File: src/rtl/noc_params.sv
// Shared NoC types for the router input port: flit format, labels, ports, VC FSM states.
// Optional error tracking in vc_input_port is enabled by VC_INPUT_PORT_ERR_CHECK_EN.
package noc_params;

  localparam int VC_NUM  = 2;
  localparam int VC_SIZE = (VC_NUM > 1) ? $clog2(VC_NUM) : 1;
  localparam int DATA_W  = 16;

  typedef enum logic [1:0] {
    HEAD,
    BODY,
    TAIL,
    HEADTAIL
  } flit_label_t;

  typedef enum logic [2:0] {
    LOCAL,
    NORTH,
    SOUTH,
    WEST,
    EAST
  } port_t;

  typedef enum logic [1:0] {
    IDLE,
    VA,
    SA
  } vc_state_t;

  typedef struct packed {
    flit_label_t        flit_label;
    logic [VC_SIZE-1:0] vc_id;
    logic [DATA_W-1:0]  data;
  } flit_t;

  function automatic logic is_head(input flit_label_t l);
    return (l == HEAD) || (l == HEADTAIL);
  endfunction

  function automatic logic is_tail(input flit_label_t l);
    return (l == TAIL) || (l == HEADTAIL);
  endfunction

endpackage

File: src/rtl/vc_input_port_if.sv
// Link/allocator-side bundle of the VC input port.
// slave is the port itself, master is whoever drives the link and allocators.
interface vc_input_port_if
  #(parameter int VC_NUM = noc_params::VC_NUM);
  import noc_params::*;

  flit_t                           data_i;
  logic                            valid_flit_i;
  port_t                           out_port_i;
  logic [VC_NUM-1:0]               read_i;
  logic [VC_NUM-1:0]               vc_valid_i;
  logic [VC_NUM-1:0][VC_SIZE-1:0]  vc_new_i;

  flit_t                           data_o;
  logic                            valid_o;
  logic [VC_NUM-1:0]               va_request_o;
  logic [VC_NUM-1:0]               sa_request_o;
  port_t [VC_NUM-1:0]              out_port_o;
  logic [VC_NUM-1:0]               is_full_o;
  logic [VC_NUM-1:0]               is_empty_o;
  logic [VC_NUM-1:0]               error_o;

  modport slave (
    input  data_i, valid_flit_i, out_port_i,
    input  read_i, vc_valid_i, vc_new_i,
    output data_o, valid_o, va_request_o,
    output sa_request_o, out_port_o,
    output is_full_o, is_empty_o, error_o
  );

  modport master (
    output data_i, valid_flit_i, out_port_i,
    output read_i, vc_valid_i, vc_new_i,
    input  data_o, valid_o, va_request_o,
    input  sa_request_o, out_port_o,
    input  is_full_o, is_empty_o, error_o
  );

endinterface

File: src/rtl/vc_input_port_fifo.sv
// Per-VC flit FIFO; pop on empty and push on full (without pop) are ignored.
// Pointers wrap naturally, so BUFFER_SIZE must be a power of two.
module vc_fifo
  import noc_params::*;
#(
  parameter int BUFFER_SIZE = 8
) (
  input  logic  clk,
  input  logic  rst,
  input  logic  push,
  input  logic  pop,
  input  flit_t wdata,
  output flit_t head,
  output logic  full,
  output logic  empty
);

  localparam int PW = $clog2(BUFFER_SIZE);
  localparam int CW = $clog2(BUFFER_SIZE + 1);

  flit_t          mem [BUFFER_SIZE];
  logic [PW-1:0]  rd_ptr;
  logic [PW-1:0]  wr_ptr;
  logic [CW-1:0]  count;
  logic           do_push;
  logic           do_pop;

  assign full    = (count == CW'(BUFFER_SIZE));
  assign empty   = (count == '0);
  assign do_pop  = pop && !empty;
  assign do_push = push && (!full || do_pop);
  assign head    = mem[rd_ptr];

  // pointer and occupancy bookkeeping
  always_ff @(posedge clk or negedge rst) begin
    if (!rst) begin
      rd_ptr <= '0;
      wr_ptr <= '0;
      count  <= '0;
    end else begin
      if (do_push) wr_ptr <= wr_ptr + PW'(1);
      if (do_pop)  rd_ptr <= rd_ptr + PW'(1);
      if (do_push && !do_pop)
        count <= count + CW'(1);
      else if (do_pop && !do_push)
        count <= count - CW'(1);
    end
  end

  // flit storage, contents need no reset
  always_ff @(posedge clk) begin
    if (do_push) mem[wr_ptr] <= wdata;
  end

endmodule

File: src/rtl/vc_input_port.sv
// Router input port: VC_NUM FIFOs, per-VC IDLE/VA/SA FSM, route and downstream VC latch.
// Define VC_INPUT_PORT_ERR_CHECK_EN for sticky per-VC protocol error flags.
module vc_input_port
  import noc_params::*;
#(
  parameter int VC_NUM      = noc_params::VC_NUM,
  parameter int BUFFER_SIZE = 8
) (
  input logic           clk,
  input logic           rst,
  vc_input_port_if.slave bus
);

  vc_state_t [VC_NUM-1:0]          state;
  vc_state_t [VC_NUM-1:0]          state_nxt;
  flit_t [VC_NUM-1:0]              head;
  port_t [VC_NUM-1:0]              route;
  logic [VC_NUM-1:0][VC_SIZE-1:0]  dvc;
  logic [VC_NUM-1:0]               full;
  logic [VC_NUM-1:0]               empty;
  logic [VC_NUM-1:0]               wr_sel;
  logic [VC_NUM-1:0]               label_ok;
  logic [VC_NUM-1:0]               push;
  logic [VC_NUM-1:0]               pop;
  logic [VC_NUM-1:0]               rd_eff;
  logic [VC_NUM-1:0]               va_req;
  logic [VC_NUM-1:0]               sa_req;
  logic                            hd_in;
  logic                            rd_onehot0;
  flit_t                           out_flit;
  logic                            out_vld;

  assign hd_in      = is_head(bus.data_i.flit_label);
  assign rd_onehot0 =
    (bus.read_i & (bus.read_i - VC_NUM'(1))) == '0;

`ifdef VC_INPUT_PORT_ERR_CHECK_EN
  assign rd_eff = rd_onehot0 ? bus.read_i : '0;
`else
  assign rd_eff = bus.read_i & (~bus.read_i + VC_NUM'(1));
`endif

  for (genvar v = 0; v < VC_NUM; v++) begin : g_vc
    assign wr_sel[v] = bus.valid_flit_i &&
      (bus.data_i.vc_id == VC_SIZE'(v));
    assign label_ok[v] = hd_in ? (state[v] == IDLE)
                               : (state[v] != IDLE);
    assign pop[v] = rd_eff[v] && (state[v] == SA) && !empty[v];
    assign push[v] = wr_sel[v] && label_ok[v] &&
      (!full[v] || pop[v]);

    vc_fifo #(
      .BUFFER_SIZE(BUFFER_SIZE)
    ) u_fifo (
      .clk   (clk),
      .rst   (rst),
      .push  (push[v]),
      .pop   (pop[v]),
      .wdata (bus.data_i),
      .head  (head[v]),
      .full  (full[v]),
      .empty (empty[v])
    );
  end

  // per-VC packet state register
  always_ff @(posedge clk or negedge rst) begin
    if (!rst) begin
      for (int i = 0; i < VC_NUM; i++) state[i] <= IDLE;
    end else begin
      state <= state_nxt;
    end
  end

  // per-VC packet state transitions
  always_comb begin
    state_nxt = state;
    for (int i = 0; i < VC_NUM; i++) begin
      unique case (state[i])
        IDLE:    if (push[i]) state_nxt[i] = VA;
        VA:      if (bus.vc_valid_i[i]) state_nxt[i] = SA;
        SA:      if (pop[i] && is_tail(head[i].flit_label))
                   state_nxt[i] = IDLE;
        default: state_nxt[i] = IDLE;
      endcase
    end
  end

  // allocator requests decoded from state
  always_comb begin
    va_req = '0;
    sa_req = '0;
    for (int i = 0; i < VC_NUM; i++) begin
      va_req[i] = (state[i] == VA);
      sa_req[i] = (state[i] == SA) && !empty[i];
    end
  end

  // route latched on packet start, downstream VC on VA grant
  always_ff @(posedge clk or negedge rst) begin
    if (!rst) begin
      for (int i = 0; i < VC_NUM; i++) begin
        route[i] <= LOCAL;
        dvc[i]   <= '0;
      end
    end else begin
      for (int i = 0; i < VC_NUM; i++) begin
        if (push[i] && state[i] == IDLE)
          route[i] <= bus.out_port_i;
        if (state[i] == VA && bus.vc_valid_i[i])
          dvc[i] <= bus.vc_new_i[i];
      end
    end
  end

  // popped flit with vc_id rewritten to the downstream VC
  always_comb begin
    out_flit = '0;
    out_vld  = 1'b0;
    for (int i = 0; i < VC_NUM; i++) begin
      if (pop[i]) begin
        out_vld        = 1'b1;
        out_flit       = head[i];
        out_flit.vc_id = dvc[i];
      end
    end
  end

`ifdef VC_INPUT_PORT_ERR_CHECK_EN
  logic [VC_NUM-1:0] err;

  // sticky flag for dropped writes and ignored reads
  always_ff @(posedge clk or negedge rst) begin
    if (!rst) err <= '0;
    else      err <= err | (wr_sel & ~push) | (bus.read_i & ~pop);
  end

  assign bus.error_o = err;
`else
  assign bus.error_o = '0;
`endif

  assign bus.data_o       = out_flit;
  assign bus.valid_o      = out_vld;
  assign bus.va_request_o = va_req;
  assign bus.sa_request_o = sa_req;
  assign bus.out_port_o   = route;
  assign bus.is_full_o    = full;
  assign bus.is_empty_o   = empty;

endmodule

File: src/flat_wrapper.sv
// flat-port wrapper written by rule: the top's interface ports become plain ports
module vc_input_port_flat import noc_params::*;
#(
  parameter int VC_NUM      = noc_params::VC_NUM,
  parameter int BUFFER_SIZE = 8
)
  (clk, rst, bus_data_i, bus_valid_flit_i, bus_out_port_i, bus_read_i, bus_vc_valid_i, bus_vc_new_i, bus_data_o, bus_valid_o, bus_va_request_o, bus_sa_request_o, bus_out_port_o, bus_is_full_o, bus_is_empty_o, bus_error_o);
  vc_input_port_if #(.VC_NUM(VC_NUM)) bus_i ();
  input logic clk;
  input logic rst;
  input wire logic [$bits(bus_i.data_i)-1:0] bus_data_i;
  input wire logic [$bits(bus_i.valid_flit_i)-1:0] bus_valid_flit_i;
  input wire logic [$bits(bus_i.out_port_i)-1:0] bus_out_port_i;
  input wire logic [$bits(bus_i.read_i)-1:0] bus_read_i;
  input wire logic [$bits(bus_i.vc_valid_i)-1:0] bus_vc_valid_i;
  input wire logic [$bits(bus_i.vc_new_i)-1:0] bus_vc_new_i;
  output wire logic [$bits(bus_i.data_o)-1:0] bus_data_o;
  output wire logic [$bits(bus_i.valid_o)-1:0] bus_valid_o;
  output wire logic [$bits(bus_i.va_request_o)-1:0] bus_va_request_o;
  output wire logic [$bits(bus_i.sa_request_o)-1:0] bus_sa_request_o;
  output wire logic [$bits(bus_i.out_port_o)-1:0] bus_out_port_o;
  output wire logic [$bits(bus_i.is_full_o)-1:0] bus_is_full_o;
  output wire logic [$bits(bus_i.is_empty_o)-1:0] bus_is_empty_o;
  output wire logic [$bits(bus_i.error_o)-1:0] bus_error_o;
  assign bus_i.data_i = bus_data_i;
  assign bus_i.valid_flit_i = bus_valid_flit_i;
  assign bus_i.out_port_i = bus_out_port_i;
  assign bus_i.read_i = bus_read_i;
  assign bus_i.vc_valid_i = bus_vc_valid_i;
  assign bus_i.vc_new_i = bus_vc_new_i;
  assign bus_data_o = bus_i.data_o;
  assign bus_valid_o = bus_i.valid_o;
  assign bus_va_request_o = bus_i.va_request_o;
  assign bus_sa_request_o = bus_i.sa_request_o;
  assign bus_out_port_o = bus_i.out_port_o;
  assign bus_is_full_o = bus_i.is_full_o;
  assign bus_is_empty_o = bus_i.is_empty_o;
  assign bus_error_o = bus_i.error_o;
  vc_input_port #(.VC_NUM(VC_NUM), .BUFFER_SIZE(BUFFER_SIZE)) u_core (.clk(clk), .rst(rst), .bus(bus_i));
endmodule
File: config.mk
export PLATFORM = sky130hd
export DESIGN_NAME = vc_input_port_flat
export DESIGN_NICKNAME = d
export VERILOG_FILES = /design/src/rtl/noc_params.sv /design/src/rtl/vc_input_port_if.sv /design/src/rtl/vc_input_port_fifo.sv /design/src/rtl/vc_input_port.sv /design/src/flat_wrapper.sv
export SDC_FILE = /design/constraint.sdc
export NUM_CORES = 1
export LEC_CHECK = 0
export ABC_CLOCK_PERIOD_IN_PS = 3000
export CORE_ASPECT_RATIO = 1.75
export CORE_MARGIN = 3
export CORE_UTILIZATION = 54
export CTS_CLUSTER_SIZE = 20
export DETAILED_ROUTE_END_ITERATION = 12
export GPL_TIMING_DRIVEN = 0
export PLACE_DENSITY = 0.76
export SYNTH_ARGS = -nofsm -noshare
export SYNTH_HDL_FRONTEND = slang
export SYNTH_SLANG_ARGS = --single-unit
File: constraint.sdc
create_clock -name clk -period 3 [get_ports clk]
set_input_delay 0.9 -clock clk [delete_from_list [all_inputs] [get_ports clk]]
set_output_delay 0.9 -clock clk [all_outputs]
set_load 0.01 [all_outputs]
# After elaboration in Yosys (flattened, before gate mapping)
# Memory sizes are Yosys's and may differ from the RTL's.
# Index checks and enable logic that the tools add are counted.
dict set report word_totals {
  elab_cells 117
  reg_bits 32
  ram_bits 304
  input_bits 31
  n_memories 2
}
# memory depth word_bits read_ports rd_clocked_by_memory_dff wr line_no
set memory_table {}
lappend memory_table {{u_core.g_vc[0].u_fifo.mem} 8 19 1 0 1 vc_input_port_fifo.sv:21} ;# flit_t mem [BUFFER_SIZE];
lappend memory_table {{u_core.g_vc[1].u_fifo.mem} 8 19 1 0 1 vc_input_port_fifo.sv:21}
dict set report classes {
  add_sub_neg 9
  reduce_logical 52
  n_mux 22
  eq_ne 17
  bitwise 3
}
# cell n
set ops {}
lappend ops {{two-way mux 19 bit} 2}
lappend ops {{logical AND 1 bit} 26}
lappend ops {{two-way mux 4 bit} 4}
lappend ops {{== test 2 bit, second input constant} 7}
lappend ops {{adder 3 x 1 -> 3 bit, second input constant} 4}
lappend ops {{two-way mux 2 bit} 6}
lappend ops {{!= test 2 bit, second input constant} 6}
lappend ops {{case mux 2 bit (3 select lines)} 2}
lappend ops {{adder 4 x 1 -> 4 bit, second input constant} 2}
lappend ops {{== test 4 bit, second input constant} 2}
lappend ops {{logical NOT 1 bit} 8}
lappend ops {{logical NOT 4 bit} 2}
lappend ops {{two-way mux 1 bit} 8}
lappend ops {{nonzero test 2 bit} 4}
lappend ops {{subtractor 4 x 1 -> 4 bit, second input constant} 2}
lappend ops {{logical OR 1 bit} 7}
lappend ops {{logical NOT 2 bit} 3}
lappend ops {{AND reduction 3 bit} 2}
lappend ops {{== test 2 x 1 -> 1 bit, second input constant} 2}
lappend ops {{adder 2 x 1 -> 2 bit, second input constant} 1}
lappend ops {{bitwise AND 2 bit} 1}
lappend ops {{NOT 2 bit} 1}
lappend ops {{NOT 1 bit} 1}

# Depth between registers and ports, before layout
dict set report depth {
  word_depth 12
  mapped_depth 11
  ltp_nobuf 11
}

# Cells and area by module
# A second synthesis with hierarchy kept.
dict set report hier_totals {
  hier_cells 647
  area_unflattened_um2 13600.5
}
# module instances area_each_um2 seq_area_each_um2 cells_each
set by_module_without_submodules {}
lappend by_module_without_submodules {{vc_fifo at u_core.g_vc[1].u_fifo} 1 6353.6 4814.6 282}
lappend by_module_without_submodules {{vc_fifo at u_core.g_vc[0].u_fifo} 1 6349.8 4814.6 282}
lappend by_module_without_submodules {vc_input_port 1 897.1 300.3 83}

# Least setup slack after synthesis
# No wires, ideal clock.
dict set report synth_path {
  kind {input to register}
  startpoint {in bus_data_i[18]}
  endpoint {mem u_core.g_vc[0].u_fifo.mem[0][0] (netlist name), enable pin}
  setup_ns 0.439
  path_buffers 0
  t_required_ns 2.561
  arrival_time_ns 3.432
  stages 4
  path_slack_ns -0.871
  cell_sequence {xnor2_1 > xnor2_1 > nand3_1 > nor4_1}
}
dict set report synth_via {
  elab_chain_cells 8
  word_cells_on_any_way 9
  cone_classes {eq/ne: 1; mux: 3; reduce/logical: 5}
}
# item line_no
set synth_rtl {}
lappend synth_rtl {{from (decl)} flat_wrapper.sv:11} ;# input wire logic [$bits(bus_i.data_i)-1:0] bus_data_i;
lappend synth_rtl {{== test 2 bit or logical NOT 2 bit (tied branches)} noc_params.sv:37} ;# return (l == HEAD) || (l == HEADTAIL);
lappend synth_rtl {{logical OR 1 bit (*)} noc_params.sv:37}
lappend synth_rtl {{two-way mux 1 bit (*)} vc_input_port.sv:46} ;# assign label_ok[v] = hd_in ? (state[v] == IDLE)
lappend synth_rtl {{logical AND 1 bit (*) (2 in series)} vc_input_port.sv:49} ;# assign push[v] = wr_sel[v] && label_ok[v] &&
lappend synth_rtl {{logical AND 1 bit (*)} vc_input_port_fifo.sv:31} ;# assign do_push = push && (!full || do_pop);
lappend synth_rtl {{two-way mux 1 bit (*)} vc_input_port_fifo.sv:52} ;# if (do_push) mem[wr_ptr] <= wdata;
lappend synth_rtl {{two-way mux 1 bit (not written as such) (*)} vc_input_port_fifo.sv:52}
lappend synth_rtl {{to (decl)} vc_input_port_fifo.sv:21}
# Every way passes the cells marked *; elsewhere a longest branch is shown, timed or not.

# Worst setup path after layout
dict set report layout_path {
  startpoint {reg u_core.g_vc[1].u_fifo.count[0]}
  endpoint {out bus_data_o[3]}
}
dict set report layout_via {
  elab_chain_cells 4
}
# item line_no
set layout_rtl {}
lappend layout_rtl {{from (decl)} vc_input_port_fifo.sv:24} ;# logic [CW-1:0] count;
lappend layout_rtl {{from (signal assigned)} vc_input_port_fifo.sv:44} ;# count <= count + CW'(1);
lappend layout_rtl {{from (signal assigned)} vc_input_port_fifo.sv:46} ;# count <= count - CW'(1);
lappend layout_rtl {{logical NOT 4 bit} vc_input_port_fifo.sv:29} ;# assign empty = (count == '0);
lappend layout_rtl {{named net u_core.g_vc[1].u_fifo.empty} vc_input_port_fifo.sv:15} ;# output logic empty
lappend layout_rtl {{logical NOT 1 bit} vc_input_port.sv:48} ;# assign pop[v] = rd_eff[v] && (state[v] == SA) && !empty[v];
lappend layout_rtl {{logical AND 1 bit} vc_input_port.sv:48}
lappend layout_rtl {{two-way mux 19 bit} vc_input_port.sv:121} ;# if (pop[i]) begin
lappend layout_rtl {{to (decl)} flat_wrapper.sv:17} ;# output wire logic [$bits(bus_i.data_o)-1:0] bus_data_o;
# The timed path passes the listed nets, and every way through them passes these cells.

==> impl_metrics.py <==
metrics = {
    "power_and_ir_drop": {
        "p_leak_nw": 5.47,
        "ir_drop_mv": 0.670,
        "power_density_nw_per_um2": 856,
        "p_seq_share_pct": 42.0,
        "p_comb_share_pct": 31.0,
        "p_switching_w": 0.00392,
        "clkPwrFrac_pct": 27.1,
        "swShare_pct": 29.1,
        "internal_power_w": 0.00956,
    },
    "grt": {
        "grtUsageMet3_pct": 2.76,
        "use_met1_pct": 27.7,
        "antenna_found_initial": 0,
        "track_usage_pct": 23.5,
        "grt_pass1_wl_mm": 44.1,
        "grt_pass1_vias": 7288,
        "grt_overflow": 0,
        "grt_start_max_net_pins": 33,
        "gr-max-usage-layer": "met2",
        "met2_usage_pct": 43.4,
    },
    "synth": {
        "synth.distinct_cells": 44,
        "postSynthCellCount": 609,
        "syn_area_per_cell_um2": 20.8,
        "ys_async_sr_fraction_pct": 10.0,
        "synth_fa_ha_area_share_pct": 1.30,
        "synth-edff-count": 288,
        "ys_top_cells_by_count": "edfxtp_1, mux4_2, dfrtp_1",
        "synth_flop_cell": "edfxtp_1",
        "syn_area_um2": 12700,
        "yosysTopAreaCellShare_pct": 68.3,
        "synth_compound_area_share_pct": 3.40,
        "synth.area.top_cells": "edfxtp_1, mux4_2, dfrtp_1",
        "synth_top_cell_by_area": "edfxtp_1",
        "synthXorXnorAreaFrac_pct": 1.04,
        "ys.warnings.count": 0,
        "synthMuxAreaShare_pct": 14.4,
        "synth_top_family_by_area": "multiplexers",
        "ys_seq_area_share_pct": 74.6,
        "yosysMostFrequentCell": "edfxtp_1",
        "synthSimpleGateAreaFrac_pct": 3.53,
        "yosys_register_bits": 320,
    },
    "sta": {
        "hold_viol": 0,
        "timing.hold.ws_ns": 0.433,
        "rsz0062_at_grt": "yes",
        "fmax_ghz": 0.289,
        "setup_viol": 18,
        "skew_ns": 0.0119,
        "final_max_slew_viol_count": 0,
        "setup_tns_ns": -7.10,
        "tightest_slew_ns": 1.04,
        "max-slew-margin-rel_pct": 30.3,
        "setup_ws_ns": -0.456,
        "fin_crit_ns": 3.46,
        "fin_crit_sh_pct": 115,
    },
    "drt": {
        "antenna_left": 0,
        "vias": 6692,
        "route.detailed.drc": 0,
        "firstDrtPassIters": 5,
        "first_iter_violations": 652,
        "wl_per_cell_um": 26.7,
        "wl_mm": 29.2,
        "viasPerCell": 6.12,
    },
    "clock_tree": {
        "tritoncts": "built",
        "cts.sinks": 320,
        "clockBufferDepth": 3,
        "clkTransAtPathRegs_ns": 0.07,
        "cts_buffers": 27,
        "cts_max_level": 1,
        "cts_hold_buf": 0,
        "root_buffer": "clkbuf_16",
        "clk_latency_ns": 0.54,
    },
    "cells_and_area": {
        "fin_area_um2": 15800,
        "antenna_cells": 0,
        "finalNonFillerCells": 1093,
        "syn_to_final_growth_pct": 24.4,
        "nets": 815,
        "utilization_pct": 68.7,
        "drive_gt1_share_pct": 40.2,
    },
    "die": {
        "dieWidth_um": 122,
        "core_um2": 22900,
        "die-area_um2": 25400,
        "initial_core_util_pct": 55.2,
        "die_y_um": 209,
        "fp-row-count": 73,
        "ios": 67,
    },
    "placed_design": {
        "routabilityCongestion": 0.765,
        "dp_hpwl_mm": 18.6,
        "dpl_cell_area_um2": 14000,
        "dpl.cell_count": 991,
        "portBuffers": 64,
    },
    "worst_setup_path": {
        "cp-startpoint": "u_core.g_vc[1].u_fifo.count[0]$_DFFE_PN0P_",
        "endpoint": "bus_data_o[3]",
        "critPathKind": "reg -> out",
        "timing.rr.end": "u_core.g_vc[0].u_fifo.count[3]$_DFFE_PN0P_",
        "worstPathRequired_ns": 2.10,
        "cp-start-kind": "register",
        "path_max_fanout": 6,
        "ff2ff_setup_slack_ns": 0.10,
        "worstReg2RegStart": "u_core.g_vc[0].u_fifo.count[1]$_DFFE_PN0P_",
        "reg2reg_depth": 12,
        "critical_path.endpoint_type": "output port",
        "crit_arrival_ns": 2.56,
    },
    "outcome": {
        "violations": "setup timing",
        "outcome": "finished, violations left",
    },
    "flow_run": {
        "drv_cap": 0,
    },
    "min_path": {
        "hold_path.class": "in -> async",
    },
}
## stage by stage
stage | total power (W) | worst slack (ns)
5_1_grt | 0.0140 | -0.487
3_3_place_gp | 0.00892 | -2.41
2_1_floorplan | 0.00796 | -0.269
6_report | 0.0135 | -0.456
3_5_place_dp | 0.00921 | -1.52
4_1_cts | 0.0134 | -0.418
## critical path, cell delays in order (launching register included)
cell,delay [ns]
dfrtp_2,0.42
nor4_4,0.30
buf_6,0.17
nor3_4,0.05
buf_12,0.15
buf_12,0.13
buf_6,0.11
a22o_4,0.22
a221o_1,0.31
buf_2,0.16
## registers in the layout, indices dropped and copies added (netlist names)
| name | flops |
|---|---|
| u_core.g_vc.u_fifo.mem | 288 |
| u_core.g_vc.u_fifo.count | 8 |
| u_core.bus.out_port_o | 6 |
| u_core.g_vc.u_fifo.rd_ptr | 6 |
| u_core.g_vc.u_fifo.wr_ptr | 6 |
| u_core.state | 4 |
| u_core.dvc | 2 |
## power by group through the flow
stage	combinational, W	clock [W]	sequential [W]
global placement	0.00326	0	0.00566
detailed placement	0.00349	0	0.00573
floorplan	0.00232	0	0.00564
global route	0.00444	0.00386	0.00570
CTS	0.00405	0.00369	0.00565
finish	0.00417	0.00365	0.00566
## cell usage in the layout, fill, tap and decap left out, types with 7 or more instances in the layout
master	n
dfrtp_2	9
nor2_2	10
buf_6	31
clkinv_2	7
edfxtp_1	288
a221o_1	17
mux4_2	71
nand2b_1	7
buf_2	22
buf_4	46
nand2_1	17
a22o_4	16
clkdlybuf4s50_1	33
dfrtp_1	23
mux2i_1	8
mux2_2	9
buf_8	9
xnor2_1	12
clkbuf_16	27
ha_1	9
## layer usage
layer	share of wire (%)	up-vias
li1	-	2840
met1	34	3517
met2	57	265
met3	4.8	70
met4	4.0	0
met5	0	-
## final cells by class
class,instances,area [um2]
inverter,8,32.5
buffer,31,295
clock inverter,22,248
multi-input combinational,251,3420
timing repair buffer,133,1240
tap,300,375
clock buffer,28,679
sequential,320,9460
fill,1390,7170
## worst min path at each step
stage,from,cells past startpoint,endpoint
floorplan,u_core.dvc[1]$_DFFE_PN0P_,1,u_core.dvc[1]$_DFFE_PN0P_
global placement,u_core.bus.out_port_o[5]$_DFFE_PN0P_,1,u_core.bus.out_port_o[5]$_DFFE_PN0P_
CTS,u_core.bus.out_port_o[5]$_DFFE_PN0P_,1,u_core.bus.out_port_o[5]$_DFFE_PN0P_
finish,rst,1,u_core.dvc[0]$_DFFE_PN0P_
detailed placement,u_core.bus.out_port_o[5]$_DFFE_PN0P_,1,u_core.bus.out_port_o[5]$_DFFE_PN0P_
global route,rst,1,u_core.dvc[0]$_DFFE_PN0P_
## cell families after synthesis
| logic type | Yosys count |
|---|---|
| simple gates | 78 |
| compound gates | 52 |
| flops | 320 |
| xor+xnor | 15 |
| buf+inv | 39 |
| fa+ha+maj | 12 |
| mux | 92 |
| other cells | 1 |
## timing repair
action,CTS,global route
endpoints found under the setup margin,316,22
buffers inserted,41,10
gates resized for setup,206,16
gates cloned,2,0
pin swaps,22,12
Note: power is estimated with default switching activity, not from simulation.
